==> src/rtl/stopwatch_pkg.sv <==
// Shared stopwatch constants: display field widths, time moduli and default prescaler ratio.
// Used by the control FSM, this datapath and the FND display decoder.
package stopwatch_pkg;

    localparam int MSEC_W = 7;
    localparam int SEC_W  = 6;
    localparam int MIN_W  = 6;
    localparam int HOUR_W = 5;

    localparam int MSEC_MOD = 100;
    localparam int SEC_MOD  = 60;
    localparam int MIN_MOD  = 60;
    localparam int HOUR_MOD = 24;

    // 100 MHz system clock down to a 1/100 s tick
    localparam int TICK_DIV_DEFAULT = 1_000_000;

endpackage

==> src/rtl/stopwatch_dp_tick_gen.sv <==
// Prescaler producing a one-cycle tick every TICK_DIV enabled clocks; the partial
// count is kept while disabled so a paused stopwatch resumes without losing the fraction.
module tick_gen
    import stopwatch_pkg::*;
#(
    parameter int TICK_DIV = TICK_DIV_DEFAULT
) (
    input  logic clk,
    input  logic reset,
    input  logic i_en,
    input  logic i_clear,
    output logic o_tick
);

    localparam int CNT_W = $clog2(TICK_DIV);
    localparam logic [CNT_W-1:0] CNT_LAST = CNT_W'(TICK_DIV - 1);

    logic [CNT_W-1:0] cnt_reg;
    logic             at_last;

    assign at_last = (cnt_reg == CNT_LAST);
    assign o_tick  = i_en && !i_clear && at_last;

    always_ff @(posedge clk or posedge reset) begin
        if (reset) begin
            cnt_reg <= '0;
        end else if (i_clear) begin
            cnt_reg <= '0;
        end else if (i_en) begin
            cnt_reg <= at_last ? '0 : cnt_reg + 1'b1;
        end
    end

endmodule

==> src/rtl/stopwatch_dp.sv <==
// Stopwatch datapath: 1/100 s prescaler plus msec/sec/min/hour wrap-around cascade.
// Optional lap snapshot display enabled by defining STOPWATCH_DP_LAP_EN.
module stopwatch_dp
    import stopwatch_pkg::*;
#(
    parameter int TICK_DIV = TICK_DIV_DEFAULT,
    parameter int MSEC_MAX = MSEC_MOD,
    parameter int SEC_MAX  = SEC_MOD,
    parameter int MIN_MAX  = MIN_MOD,
    parameter int HOUR_MAX = HOUR_MOD
) (
    input  logic              clk,
    input  logic              reset,
    input  logic              i_run,
    input  logic              i_clear,
`ifdef STOPWATCH_DP_LAP_EN
    input  logic              i_lap,
    output logic              o_lap_hold,
`endif
    output logic [MSEC_W-1:0] o_msec,
    output logic [SEC_W-1:0]  o_sec,
    output logic [MIN_W-1:0]  o_min,
    output logic [HOUR_W-1:0] o_hour
);

    logic tick;
    logic carry_sec, carry_min, carry_hour;

    logic [MSEC_W-1:0] msec_reg, msec_next;
    logic [SEC_W-1:0]  sec_reg,  sec_next;
    logic [MIN_W-1:0]  min_reg,  min_next;
    logic [HOUR_W-1:0] hour_reg, hour_next;

    tick_gen #(
        .TICK_DIV (TICK_DIV)
    ) u_tick_gen (
        .clk     (clk),
        .reset   (reset),
        .i_en    (i_run),
        .i_clear (i_clear),
        .o_tick  (tick)
    );

    // Carries ripple combinationally so every field moves on the same edge
    assign carry_sec  = tick      && (msec_reg == MSEC_W'(MSEC_MAX - 1));
    assign carry_min  = carry_sec && (sec_reg  == SEC_W'(SEC_MAX - 1));
    assign carry_hour = carry_min && (min_reg  == MIN_W'(MIN_MAX - 1));

    always_comb begin
        msec_next = msec_reg;
        sec_next  = sec_reg;
        min_next  = min_reg;
        hour_next = hour_reg;
        if (i_clear) begin
            msec_next = '0;
            sec_next  = '0;
            min_next  = '0;
            hour_next = '0;
        end else begin
            if (tick)       msec_next = carry_sec  ? '0 : msec_reg + 1'b1;
            if (carry_sec)  sec_next  = carry_min  ? '0 : sec_reg + 1'b1;
            if (carry_min)  min_next  = carry_hour ? '0 : min_reg + 1'b1;
            if (carry_hour) hour_next = (hour_reg == HOUR_W'(HOUR_MAX - 1)) ? '0 : hour_reg + 1'b1;
        end
    end

    always_ff @(posedge clk or posedge reset) begin
        if (reset) begin
            msec_reg <= '0;
            sec_reg  <= '0;
            min_reg  <= '0;
            hour_reg <= '0;
        end else begin
            msec_reg <= msec_next;
            sec_reg  <= sec_next;
            min_reg  <= min_next;
            hour_reg <= hour_next;
        end
    end

`ifdef STOPWATCH_DP_LAP_EN
    logic              lap_hold_reg;
    logic [MSEC_W-1:0] lap_msec_reg;
    logic [SEC_W-1:0]  lap_sec_reg;
    logic [MIN_W-1:0]  lap_min_reg;
    logic [HOUR_W-1:0] lap_hour_reg;

    // Snapshot samples the registered fields, i.e. the value before any same-cycle tick
    always_ff @(posedge clk or posedge reset) begin
        if (reset) begin
            lap_hold_reg <= 1'b0;
            lap_msec_reg <= '0;
            lap_sec_reg  <= '0;
            lap_min_reg  <= '0;
            lap_hour_reg <= '0;
        end else if (i_clear) begin
            lap_hold_reg <= 1'b0;
            lap_msec_reg <= '0;
            lap_sec_reg  <= '0;
            lap_min_reg  <= '0;
            lap_hour_reg <= '0;
        end else if (i_lap) begin
            if (!lap_hold_reg) begin
                lap_hold_reg <= 1'b1;
                lap_msec_reg <= msec_reg;
                lap_sec_reg  <= sec_reg;
                lap_min_reg  <= min_reg;
                lap_hour_reg <= hour_reg;
            end else begin
                lap_hold_reg <= 1'b0;
            end
        end
    end

    assign o_lap_hold = lap_hold_reg;
    assign o_msec     = lap_hold_reg ? lap_msec_reg : msec_reg;
    assign o_sec      = lap_hold_reg ? lap_sec_reg  : sec_reg;
    assign o_min      = lap_hold_reg ? lap_min_reg  : min_reg;
    assign o_hour     = lap_hold_reg ? lap_hour_reg : hour_reg;
`else
    assign o_msec = msec_reg;
    assign o_sec  = sec_reg;
    assign o_min  = min_reg;
    assign o_hour = hour_reg;
`endif

endmodule

==> config.mk <==
export PLATFORM = sky130hd
export DESIGN_NAME = stopwatch_dp
export DESIGN_NICKNAME = d
export VERILOG_FILES = /design/src/rtl/stopwatch_pkg.sv /design/src/rtl/stopwatch_dp_tick_gen.sv /design/src/rtl/stopwatch_dp.sv
export SDC_FILE = /design/constraint.sdc
export NUM_CORES = 1
export LEC_CHECK = 0
export BUFFER_PORTS_ARGS = -buffer_cell sky130_fd_sc_hd__buf_2
export CORE_UTILIZATION = 45
export DETAILED_ROUTE_END_ITERATION = 6
export PLACE_DENSITY_LB_ADDON = 0.05
export SYNTH_ARGS = -nofsm -noshare
export SYNTH_HDL_FRONTEND = slang
export SYNTH_SLANG_ARGS = --single-unit
==> constraint.sdc <==
create_clock -name clk -period 7.1 [get_ports clk]
set_clock_uncertainty 0.15 [all_clocks]
set_input_delay 0.71 -clock clk [delete_from_list [all_inputs] [get_ports clk]]
set_output_delay 0.71 -clock clk [all_outputs]
set_load 0.02 [all_outputs]
# Yosys cells after proc, flatten, opt, wreduce, memory -nomap -nowiden

Cells that the tools add are included.

Add/sub/neg operators: 5
Eq/ne operators: 5
Mux-type cells: 15
Reductions and logical operators: 11

Operators with widths:

| operator                | number |
|---|---|
| $mux W20                | 3 |
| $mux W6                 | 6 |
| $mux W7                 | 3 |
| $add A20 B1 Y20 const B | 1 |
| $eq A20 B20 Y1 const B  | 1 |
| $mux W5                 | 3 |
| $add A6 B1 Y6 const B   | 2 |
| $eq A6 B6 Y1 const B    | 2 |
| $reduce_bool A2 Y1      | 5 |
| $add A7 B1 Y7 const B   | 1 |
| $eq A7 B7 Y1 const B    | 1 |
| $add A5 B1 Y5 const B   | 1 |
| $eq A5 B5 Y1 const B    | 1 |
| $logic_and A1 B1 Y1     | 5 |
| $logic_not A1 Y1        | 1 |

Register bits: 44
Input bits: 4
Output and inout bits: 24
Word-level logic and storage cells: 41

# Longest topological paths before layout

Gate-level depths: netlist (run 1).

Depth in word-level cells: 9
Depth in mapped cells: 8
Mapped depth without buffers: 6

# Modules after synthesis

A second synthesis (run 1) with hierarchy kept.

Cells, all modules: 269
Area, all modules: 2466.1 sq um

Modules (own cells, without submodules):

| module       | times used | cells each | area each (sq um) | sequential area each (sq um) |
|---|---|---|---|---|
| stopwatch_dp | 1          | 133        | 1300.0            | 600.6 |
| tick_gen     | 1          | 136        | 1166.1            | 500.5 |

# Least setup slack after synthesis (run 1)

OpenSTA, ideal clock, no wires.

Kind: flip-flop to flip-flop
Start point: register u_tick_gen.cnt_reg[6]
End point: register sec_reg[5] (netlist: o_sec[5])
Setup time: 78 ps
Data arrival time: 2086 ps
Data required time: 6872 ps
Slack: 4786 ps
Stages on the path, launching flop included: 7
Buffers on the path: 1
Period minus slack after synthesis: 2314 ps
Cells stage by stage: dfrtp_1 > or4b_4 > nor4_4 > buf_6 > nand3_2 > or4_1 > a21oi_1

Word-level cells in the longest chain between the ends: 7
Elaborated cells between the ends (all ways): 8
Classes of those cells: eq/ne (1); mux (3); reduce/logical (4)

Ends and longest elaborated chain:

| element                | RTL line                    | text |
|---|---|---|
| start, declared        | stopwatch_dp_tick_gen.sv:18 | `logic [CNT_W-1:0] cnt_reg;` |
| start signal, assigned | stopwatch_dp_tick_gen.sv:30 | `cnt_reg <= at_last ? '0 : cnt_reg + 1'b1;` |
| $eq A20 B20 Y1 *       | stopwatch_dp_tick_gen.sv:21 | `assign at_last = (cnt_reg == CNT_LAST);` |
| $logic_and A1 B1 Y1 *  | stopwatch_dp_tick_gen.sv:22 | `assign o_tick = i_en && !i_clear && at_last;` |
| $logic_and A1 B1 Y1 *  | stopwatch_dp.sv:45          | `assign carry_sec = tick && (msec_reg == MSEC_W'(MSEC_MAX - 1));` |
| $logic_and A1 B1 Y1    | stopwatch_dp.sv:46          | `assign carry_min = carry_sec && (sec_reg == SEC_W'(SEC_MAX - 1));` |
| $mux W6 (2 in a row)   | stopwatch_dp.sv:61          | `if (carry_sec) sec_next = carry_min ? '0 : sec_reg + 1'b1;` |
| $mux W6                | stopwatch_dp.sv:54          | `if (i_clear) begin` |
| end signal, assigned   | stopwatch_dp.sv:75          | `sec_reg <= sec_next;` |
| end, declared          | stopwatch_dp.sv:30          | `logic [SEC_W-1:0] sec_reg, sec_next;` |

Mark *: on every way between the ends. The rest lies on a longest branch, timed or not. The select of a mux whose other input is x is not followed.
A chain may end at the register's enable or synchronous reset.

# Final worst setup path (run 1)

Start point: register u_tick_gen.cnt_reg[7]
End point: register min_reg[4] (netlist: o_min[4])

Word-level cells in the longest chain between the ends: 8
Elaborated cells between the ends (all ways): 9
Classes of those cells: eq/ne (1); mux (3); reduce/logical (5)

Ends and longest elaborated chain:

| element               | RTL line                    | text |
|---|---|---|
| $eq A20 B20 Y1 *      | stopwatch_dp_tick_gen.sv:21 |  |
| $logic_and A1 B1 Y1 * | stopwatch_dp_tick_gen.sv:22 |  |
| $logic_and A1 B1 Y1 * | stopwatch_dp.sv:45          |  |
| $logic_and A1 B1 Y1 * | stopwatch_dp.sv:46          |  |
| $logic_and A1 B1 Y1   | stopwatch_dp.sv:47          | `assign carry_hour = carry_min && (min_reg == MIN_W'(MIN_MAX - 1));` |
| $mux W6 (2 in a row)  | stopwatch_dp.sv:62          | `if (carry_min) min_next = carry_hour ? '0 : min_reg + 1'b1;` |
| $mux W6               | stopwatch_dp.sv:54          |  |
| end signal, assigned  | stopwatch_dp.sv:76          | `min_reg <= min_next;` |
| end, declared         | stopwatch_dp.sv:31          | `logic [MIN_W-1:0] min_reg, min_next;` |

Marked as above.

==> results.ini, run 1 <==
[cells_and_area]
final_core_util_pct = 53.3
seq_area_mm2 = 0.00110
largest_reg_flops = 20
drive_above_1_share_pct = 15.0
fillers = 476
antenna_cells = 0
multi_input_area_mm2 = 0.00132
area_growth_pct = 11.5
fin_nets = 315

[floorplan]
dieArea_mm2 = 0.00583
ios = 28
die_h_um = 76.3
initial_utilization_pct = 47.8
rows = 26
core_area_mm2 = 0.00520
dieWidth_um = 76.3

[pwr]
cellPowerDensity_mw_per_mm2 = 160
leakage_nw = 1.20
pwr-share-seq_pct = 57.6
clkPwrFrac_pct = 37.5
power_frac_comb_pct = 4.8
switchingPower_mw = 0.0995
peakVddDrop_mv = 0.0934
p_sw_share_pct = 22.4
p_int_mw = 0.345

[critical_path]
slowest_stage = nor4b_2
cp.required_ns = 7.17
cpPeakStageDelay_ns = 0.77
setup.worst_path.start_class = flop
path_cells = nand4bb_1 -> nor4b_2 -> nand4_1 -> or4b_1 -> a21oi_1
worst-path-max-fanout = 18
crit_path_end_kind = flop
crit_arrival_ns = 3.28
critical_path_class = reg -> reg

[synth]
synth_area_per_cell_um2 = 8.85
synth_cells = 281
synth_seq_cells = 44
synth_edf_count = 0
synth_area_leaders = dfrtp_1 44%, nand2_1 5.7%, a21oi_1 4.6%
syn_nets = 290
syn_area_mm2 = 0.00249
synth_most_common_cell = dfrtp_1
netlist.area_leader.share_pct = 44.3
async_reset_ff_share_pct = 100
synth_ff_type = dfrtp_1
synthTopCellsByCount = 44 x dfrtp_1, 38 x nand2_1, 23 x a21oi_1, 19 x nor2_1, 19 x o21ai_0
yosysTopAreaCell = dfrtp_1
yosys_warnings = 0
synth_cell_types = 46
ys_seq_area_share_pct = 44.3

[clock_network]
clk_transition_reported_paths_ns = 0.08
cts_root_buffer = clkbuf_8
post_cts_buffers = 0
clock_sinks = 44
cts.htree.levels = 2
cts_max_path_buffers = 2
clk_latency_ns = 0.29
hold_buffers = 0
ctsResizeCount = 0
tritoncts = built
cts_made_buffers = 5

[run]
drv_cap = 0

[global_routing]
antenna_found_initial = 0
grt_pass1_vias = 2005
grt_remaining_overflow = 0
grt_usage_pct = 20.1
grt_max_degree = 45
grt_pass1_wl_um = 9400

[place]
pre_cts_slack_ns = 3.92
dp_hpwl_um = 3890
place_congestion = 0.821
port-buffer-count = 27

[detailed_routing]
wl_per_cell_um = 14.7
routed_wl_um = 5530
ant_nets = 0
first_iter_violations = 106
vias_per_cell = 5.82
drt-pass1-iter-count = 4
route.detailed.drc = 0
vias = 2187

[sta]
min_period_ns = 3.21
rsz0062_at_grt = false
max_clock_freq_mhz = 311
setup_viol = 0
slew_viol_final = 0
fin_ws_ns = 3.89
finalHoldViolCount = 0
maxSlewHeadroom_pct = 39.0
period_share_pct = 45.3
worstMarginPinSlew_ns = 0.914
tns_ns = 0

[run_status]
status = completed

[min_path]
hp-class = reg -> reg

-- routing by layer --
layer	vias to the layer above	global-route usage [%]	part of all wire, %
li1	1089	-	-
met1	1051	25.7	46
met2	40	34.9	50
met3	7	3.35	2.8
met4	0	5.96	1.2
met5	-	0	0
-- worst max-delay path, delay by kind of cell, from the launching register on --
family / cells / cell delay (ns)
AO/OA/AOI/OAI: 1 / 0.15
flip-flops: 1 / 0.45
AND/OR/NAND/NOR: 4 / 2.38
-- metrics by stage --
stage / std cells / hold WS (ns) / power [mW] / cell area [µm²]
CTS: 376 / 0.383 / 0.450 / 2770
finish: 376 / 0.383 / 0.444 / 2770
global route: 376 / 0.399 / 0.463 / 2770
detailed placement: 369 / 0.370 / 0.283 / 2680
floorplan: 281 / 0.310 / 0.276 / 2490
global placement: 369 / 0.369 / 0.283 / 2680
-- layout make-up --
class	instances	area share, %
clock buffer	7	3.47
tap	70	3.16
sequential	44	39.7
timing repair buffer	28	5.14
multi-input combinational	220	47.6
inverter	7	0.947
-- power by group through the flow --
stage          sequential, mW  clock (mW)  combinational [mW]
6_report                0.256       0.167              0.0215
5_1_grt                 0.257       0.181              0.0249
4_1_cts                 0.256       0.172              0.0221
3_5_place_dp            0.261           0              0.0222
3_3_place_gp            0.261           0              0.0221
2_1_floorplan           0.260           0              0.0158
-- final timing paths --
| path | from | slack [ns] | to | depth (start not counted) |
|---|---|---|---|---|
| hold / removal | u_tick_gen.cnt_reg[19] | 0.38 | u_tick_gen.cnt_reg[19] | 1 |
| max in group asynchronous | reset | 5.77 | u_tick_gen.cnt_reg[4] | 2 |
| hold reg to reg | u_tick_gen.cnt_reg[19] | 0.38 | u_tick_gen.cnt_reg[19] | 1 |
| min in group asynchronous | reset | 0.47 | u_tick_gen.cnt_reg[19] | 2 |
| setup reg to reg | u_tick_gen.cnt_reg[7] | 3.89 | o_min[4] | 5 |
| setup / recovery | u_tick_gen.cnt_reg[7] | 3.89 | o_min[4] | 5 |
-- cells in the final DEF (no fill, tap or decap), drive strengths merged, types with 4 or more instances in the layout --
master and n:
nand3 17, nor2 19, nand2b 4, ha 5, nor3 7, dfrtp 44, a21oi 23, inv 7
o21ai 19, a31oi 10, clkbuf 7, and3 9, xor2 4, nand2 38, nand4 7, or3 8
buf 28, or4 5
-- cell families (layout without fill, tap and decap cells) --
logic type	count (synthesis)	in the layout	synth area share, %
AO/OA/AOI/OAI	73	73	18.0
XOR/XNOR	5	5	1.76
adder cells (fa/ha/maj)	5	5	2.52
buffers and inverters	17	42	2.92
flip-flops	44	44	44.3
multiplexers	1	1	0.402
AND/OR/NAND/NOR	136	136	30.2
Note: power is estimated with default switching activity, not from simulation.
==> run 2, diff against run 1 <==
clock period = 2.65 ns   (was 7.1 ns; I/O delays follow)
==> run 2 against run 1 <==
  * Via count increased by 1.2%
  * Sequential power rose to 2.7 times the previous value
  * Final area increased by 2.3%
  * Highest routed layer unchanged
  * Largest cell class unchanged
  * Maximum frequency grew 30%
  * Critical path depth grew 2
  * Register-to-register slack got worse by 3.7 ns
  * Combinational power grew to 2.8 times the previous value
  * Sequential share of layout area down 0.89 points
  * Core utilization increased by 1.2 points
  * Die area unchanged
==> results.ini, run 2 (same netlist as run 1, synthesis figures left out) <==
[run_status]
status = completed

[clock_network]
ctsResizeCount = 0
cts.htree.levels = 2
clk_transition_reported_paths_ns = 0.08
cts_max_path_buffers = 2
clock_sinks = 44
clk_latency_ns = 0.30
hold_buffers = 0
tritoncts = built
post_cts_buffers = 0
cts_root_buffer = clkbuf_8
cts_made_buffers = 5

[detailed_routing]
routed_wl_um = 5520
first_iter_violations = 101
wl_per_cell_um = 14.3
route.detailed.drc = 0
ant_nets = 0
vias_per_cell = 5.74
vias = 2214
drt-pass1-iter-count = 4

[sta]
maxSlewHeadroom_pct = 39.3
period_share_pct = 93.4
tns_ns = 0
max_clock_freq_mhz = 404
min_period_ns = 2.48
finalHoldViolCount = 0
setup_viol = 0
slew_viol_final = 0
worstMarginPinSlew_ns = 0.909
rsz0062_at_grt = false

[floorplan]
ios = 28
dieArea_mm2 = 0.00583
rows = 26
initial_utilization_pct = 47.8
die_h_um = 76.3
core_area_mm2 = 0.00520
dieWidth_um = 76.3

[place]
port-buffer-count = 27
dp_hpwl_um = 3910
place_congestion = 0.772
placed_area_mm2 = 0.00275

[cells_and_area]
seq_area_mm2 = 0.00110
largest_reg_flops = 20
antenna_cells = 0
layout_commonest_cell = dfrtp_1
area_growth_pct = 14.1
fillers = 497
stdcell_area_mm2 = 0.00284
fin_nets = 324
drive_above_1_share_pct = 17.7
mostFrequentLayoutCells = 44 x dfrtp_1, 38 x nand2_1, 27 x buf_2, 23 x a21oi_1
multi_input_area_mm2 = 0.00132

[critical_path]
r2r_cells = 7
reg2reg_slack_ns = 0.17
crit_path_end_kind = flop
rr_startpoint = u_tick_gen.cnt_reg[0]
worst-path-max-fanout = 10
r2r_end = o_sec[5]
setup.worst_path.start_class = flop
critical_path_class = reg -> reg
crit_arrival_ns = 2.55
cp.required_ns = 2.73

[global_routing]
grt_usage_pct = 20.8
grt_max_degree = 45
grt_pass1_vias = 2089
grt_pass1_wl_um = 9740
antenna_found_initial = 0
grt_remaining_overflow = 0

[pwr]
leakage_nw = 1.24
cellPowerDensity_mw_per_mm2 = 417
peakVddDrop_mv = 0.234

[run]
drv_cap = 0

[min_path]
hp-class = in -> async

[run 2: cell types whose count changed in the layout (fill, tap and decap cells not counted)]
cell | before | now
clkbuf_8 | 7 | 6
buf_4 | 1 | 10
clkinv_2 | 0 | 2
[run 2: worst max path at each step]
stage,cells after the start,endpoint,startpoint
3_3_place_gp,6,o_sec[5],u_tick_gen.cnt_reg[8]
6_report,7,o_sec[5],u_tick_gen.cnt_reg[0]
2_1_floorplan,6,o_sec[5],u_tick_gen.cnt_reg[6]
5_1_grt,7,o_sec[5],u_tick_gen.cnt_reg[0]
4_1_cts,7,o_sec[5],u_tick_gen.cnt_reg[0]
3_5_place_dp,7,o_sec[5],u_tick_gen.cnt_reg[0]
[run 2: through the flow]
step	util, %	worst slack, ns	power (mW)	cells	hold slack (ns)
final	54.5	0.174	1.18	386	0.0113
after global routing	54.5	0.000188	1.24	386	0.112
after CTS	54.5	0.176	1.20	386	0.0547
after detailed placement	52.7	0.197	0.761	378	0.361
after global placement	52.7	0.265	0.760	378	0.367
after floorplan	-	0.336	0.740	281	0.310
[run 2: report_power, final]
part | leakage [nW] | internal [mW] | switching (mW) | total [mW]
clock | 0.0510 | 0.208 | 0.229 | 0.437
sequential | 0.613 | 0.678 | 0.00800 | 0.686
combinational | 0.581 | 0.0158 | 0.0440 | 0.0598
total | 1.24 | 0.902 | 0.281 | 1.18
[run 2: critical path, stage by stage, from the launching register on]
cell and delay (ns):
dfrtp_1 0.41, ha_1 0.20, nand3_1 0.25, nor4_4 0.36, buf_4 0.21, nand3_2 0.15, or4_1 0.51, a21oi_1 0.15
[run 2: layer usage]
metal  global-route usage [%]  routed length [µm]  up-vias
met1                     28.2                2700     1070
met3                     3.83                 129        6
met5                        0                   0        -
met2                     33.4                2630       26
li1                         -                   -     1112
met4                     6.92                  60        0
[run 2: final cells by class]
class | instances | area share (%)
clock inverter | 2 | 0.353
multi-input combinational | 220 | 46.5
inverter | 7 | 0.926
timing repair buffer | 37 | 7.41
clock buffer | 6 | 2.91
sequential | 44 | 38.8
tap | 70 | 3.09
==> run 3, diff against run 2 <==
CORE_UTILIZATION = 32   (was 45)
==> run 3 against run 2 <==
  * Register-to-register slack better by 0.02 ns
  * Die area is 39% higher
  * Highest routed layer unchanged
  * Critical path depth is 1 lower
  * Global-route usage is 4.8 points lower
  * Worst setup slack better by 0.016 ns
  * Critical path type unchanged
  * Non-clock buffer count is 3 higher
==> results.ini, run 3 (same netlist as run 1, synthesis figures left out) <==
[clock_network]
post_cts_buffers = 0
cts_root_buffer = clkbuf_8
cts.htree.levels = 2
clk_transition_reported_paths_ns = 0.09
hold_buffers = 1
clk_latency_ns = 0.30
cts_max_path_buffers = 2
tritoncts = built
clock_sinks = 44
cts_made_buffers = 5
ctsResizeCount = 0

[cells_and_area]
mostFrequentLayoutCells = 44 x dfrtp_1, 38 x nand2_1, 27 x buf_2, 23 x a21oi_1
fillers = 749
largest_reg_flops = 20
final_core_util_pct = 39.3
fin_nets = 327
antenna_cells = 0
drive_above_1_share_pct = 17.6
layout_commonest_cell = dfrtp_1
area_growth_pct = 16.4

[detailed_routing]
route.detailed.drc = 0
routed_wl_um = 6090
vias_per_cell = 5.33
ant_nets = 0
vias = 2227
drt-pass1-iter-count = 4
wl_per_cell_um = 14.6
first_iter_violations = 77

[critical_path]
slowest_stage = or4b_4
worst-path-max-fanout = 10
crit_path_end_kind = flop
r2r_cells = 6
rr_startpoint = u_tick_gen.cnt_reg[8]
critical_path_class = reg -> reg
r2r_end = o_sec[5]
path_cells = or4b_4 -> nor4_4 -> buf_4 -> nand3_2 -> or4_1 -> a21oi_1
cp.required_ns = 2.72
crit_arrival_ns = 2.53
reg2reg_slack_ns = 0.19
setup.worst_path.start_class = flop
cpPeakStageDelay_ns = 0.54

[place]
place_congestion = 0.792
port-buffer-count = 27
dp_hpwl_um = 4220
pre_cts_slack_ns = 0.203

[pwr]
leakage_nw = 1.25
peakVddDrop_mv = 0.179
cellPowerDensity_mw_per_mm2 = 415
p_total_mw = 1.20

[global_routing]
antenna_found_initial = 0
grt_remaining_overflow = 0
grt_max_degree = 45
grt_pass1_vias = 2045
grt_usage_pct = 16.0
grt_pass1_wl_um = 10500

[sta]
maxSlewHeadroom_pct = 61.4
setup_viol = 0
max_clock_freq_mhz = 406
finalHoldViolCount = 0
fin_ws_ns = 0.190
slew_viol_final = 0
period_share_pct = 92.8
worstMarginPinSlew_ns = 0.579
tns_ns = 0
rsz0062_at_grt = false
min_period_ns = 2.46

[min_path]
hold_depth = 2
min_from = i_run
holdPathEnd = u_tick_gen.cnt_reg[19]
hp-class = in -> reg

[floorplan]
core_area_mm2 = 0.00737
dieWidth_um = 90.2
dieArea_mm2 = 0.00813
die_h_um = 90.2
rows = 31
ios = 28
initial_utilization_pct = 33.8

[run_status]
status = completed

[run]
drv_cap = 0

==> run 3: final cells by class <==
type,count,area (µm²),share of cell area [%]
Multi-Input combinational cell,220,1320,45.6
Sequential cell,44,1100,38.0
Timing Repair Buffer,40,235,8.12
Tap cell,99,124,4.28
Clock buffer,8,90.1,3.11
Inverter,7,26.3,0.907
==> run 3: stage by stage <==
| step | std cells | area, µm² | hold WS [ns] |
|---|---|---|---|
| 6_report | 418 | 2900 | 0.194 |
| 5_1_grt | 418 | 2900 | 0.223 |
| 4_1_cts | 418 | 2900 | 0.192 |
| 3_5_place_dp | 409 | 2800 | 0.307 |
| 3_3_place_gp | 409 | 2800 | 0.310 |
| 2_1_floorplan | 281 | 2490 | 0.310 |
==> run 3: how the worst max path moves through the flow <==
stage                                from       end
floorplan           u_tick_gen.cnt_reg[6]  o_sec[5]
global placement    u_tick_gen.cnt_reg[8]  o_sec[5]
detailed placement  u_tick_gen.cnt_reg[8]  o_sec[5]
CTS                 u_tick_gen.cnt_reg[8]  o_sec[5]
global route        u_tick_gen.cnt_reg[8]  o_sec[5]
finish              u_tick_gen.cnt_reg[8]  o_sec[5]
==> run 3: report_power, final <==
part	switching (mW)	leakage, nW	internal [mW]
Sequential	0.00859	0.613	0.678
Clock	0.237	0.0455	0.213
Combinational	0.0460	0.594	0.0177
==> run 3: worst max-delay path, delay by kind of cell, from the launching register on <==
family / cells / cell delay (ns)
AO/OA/AOI/OAI: 1 / 0.15
buffers and inverters: 1 / 0.22
flip-flops: 1 / 0.43
AND/OR/NAND/NOR: 4 / 1.43
==> run 3: routing by layer <==
| metal | vias to the layer above | GRT usage [%] | routed length (µm) |
|---|---|---|---|
| met5 | - | 0 | 0 |
| met4 | 0 | 4.17 | 51 |
| met3 | 4 | 3.47 | 181 |
| met2 | 39 | 24.6 | 2820 |
| met1 | 1069 | 22.8 | 3030 |
| li1 | 1115 | - | - |
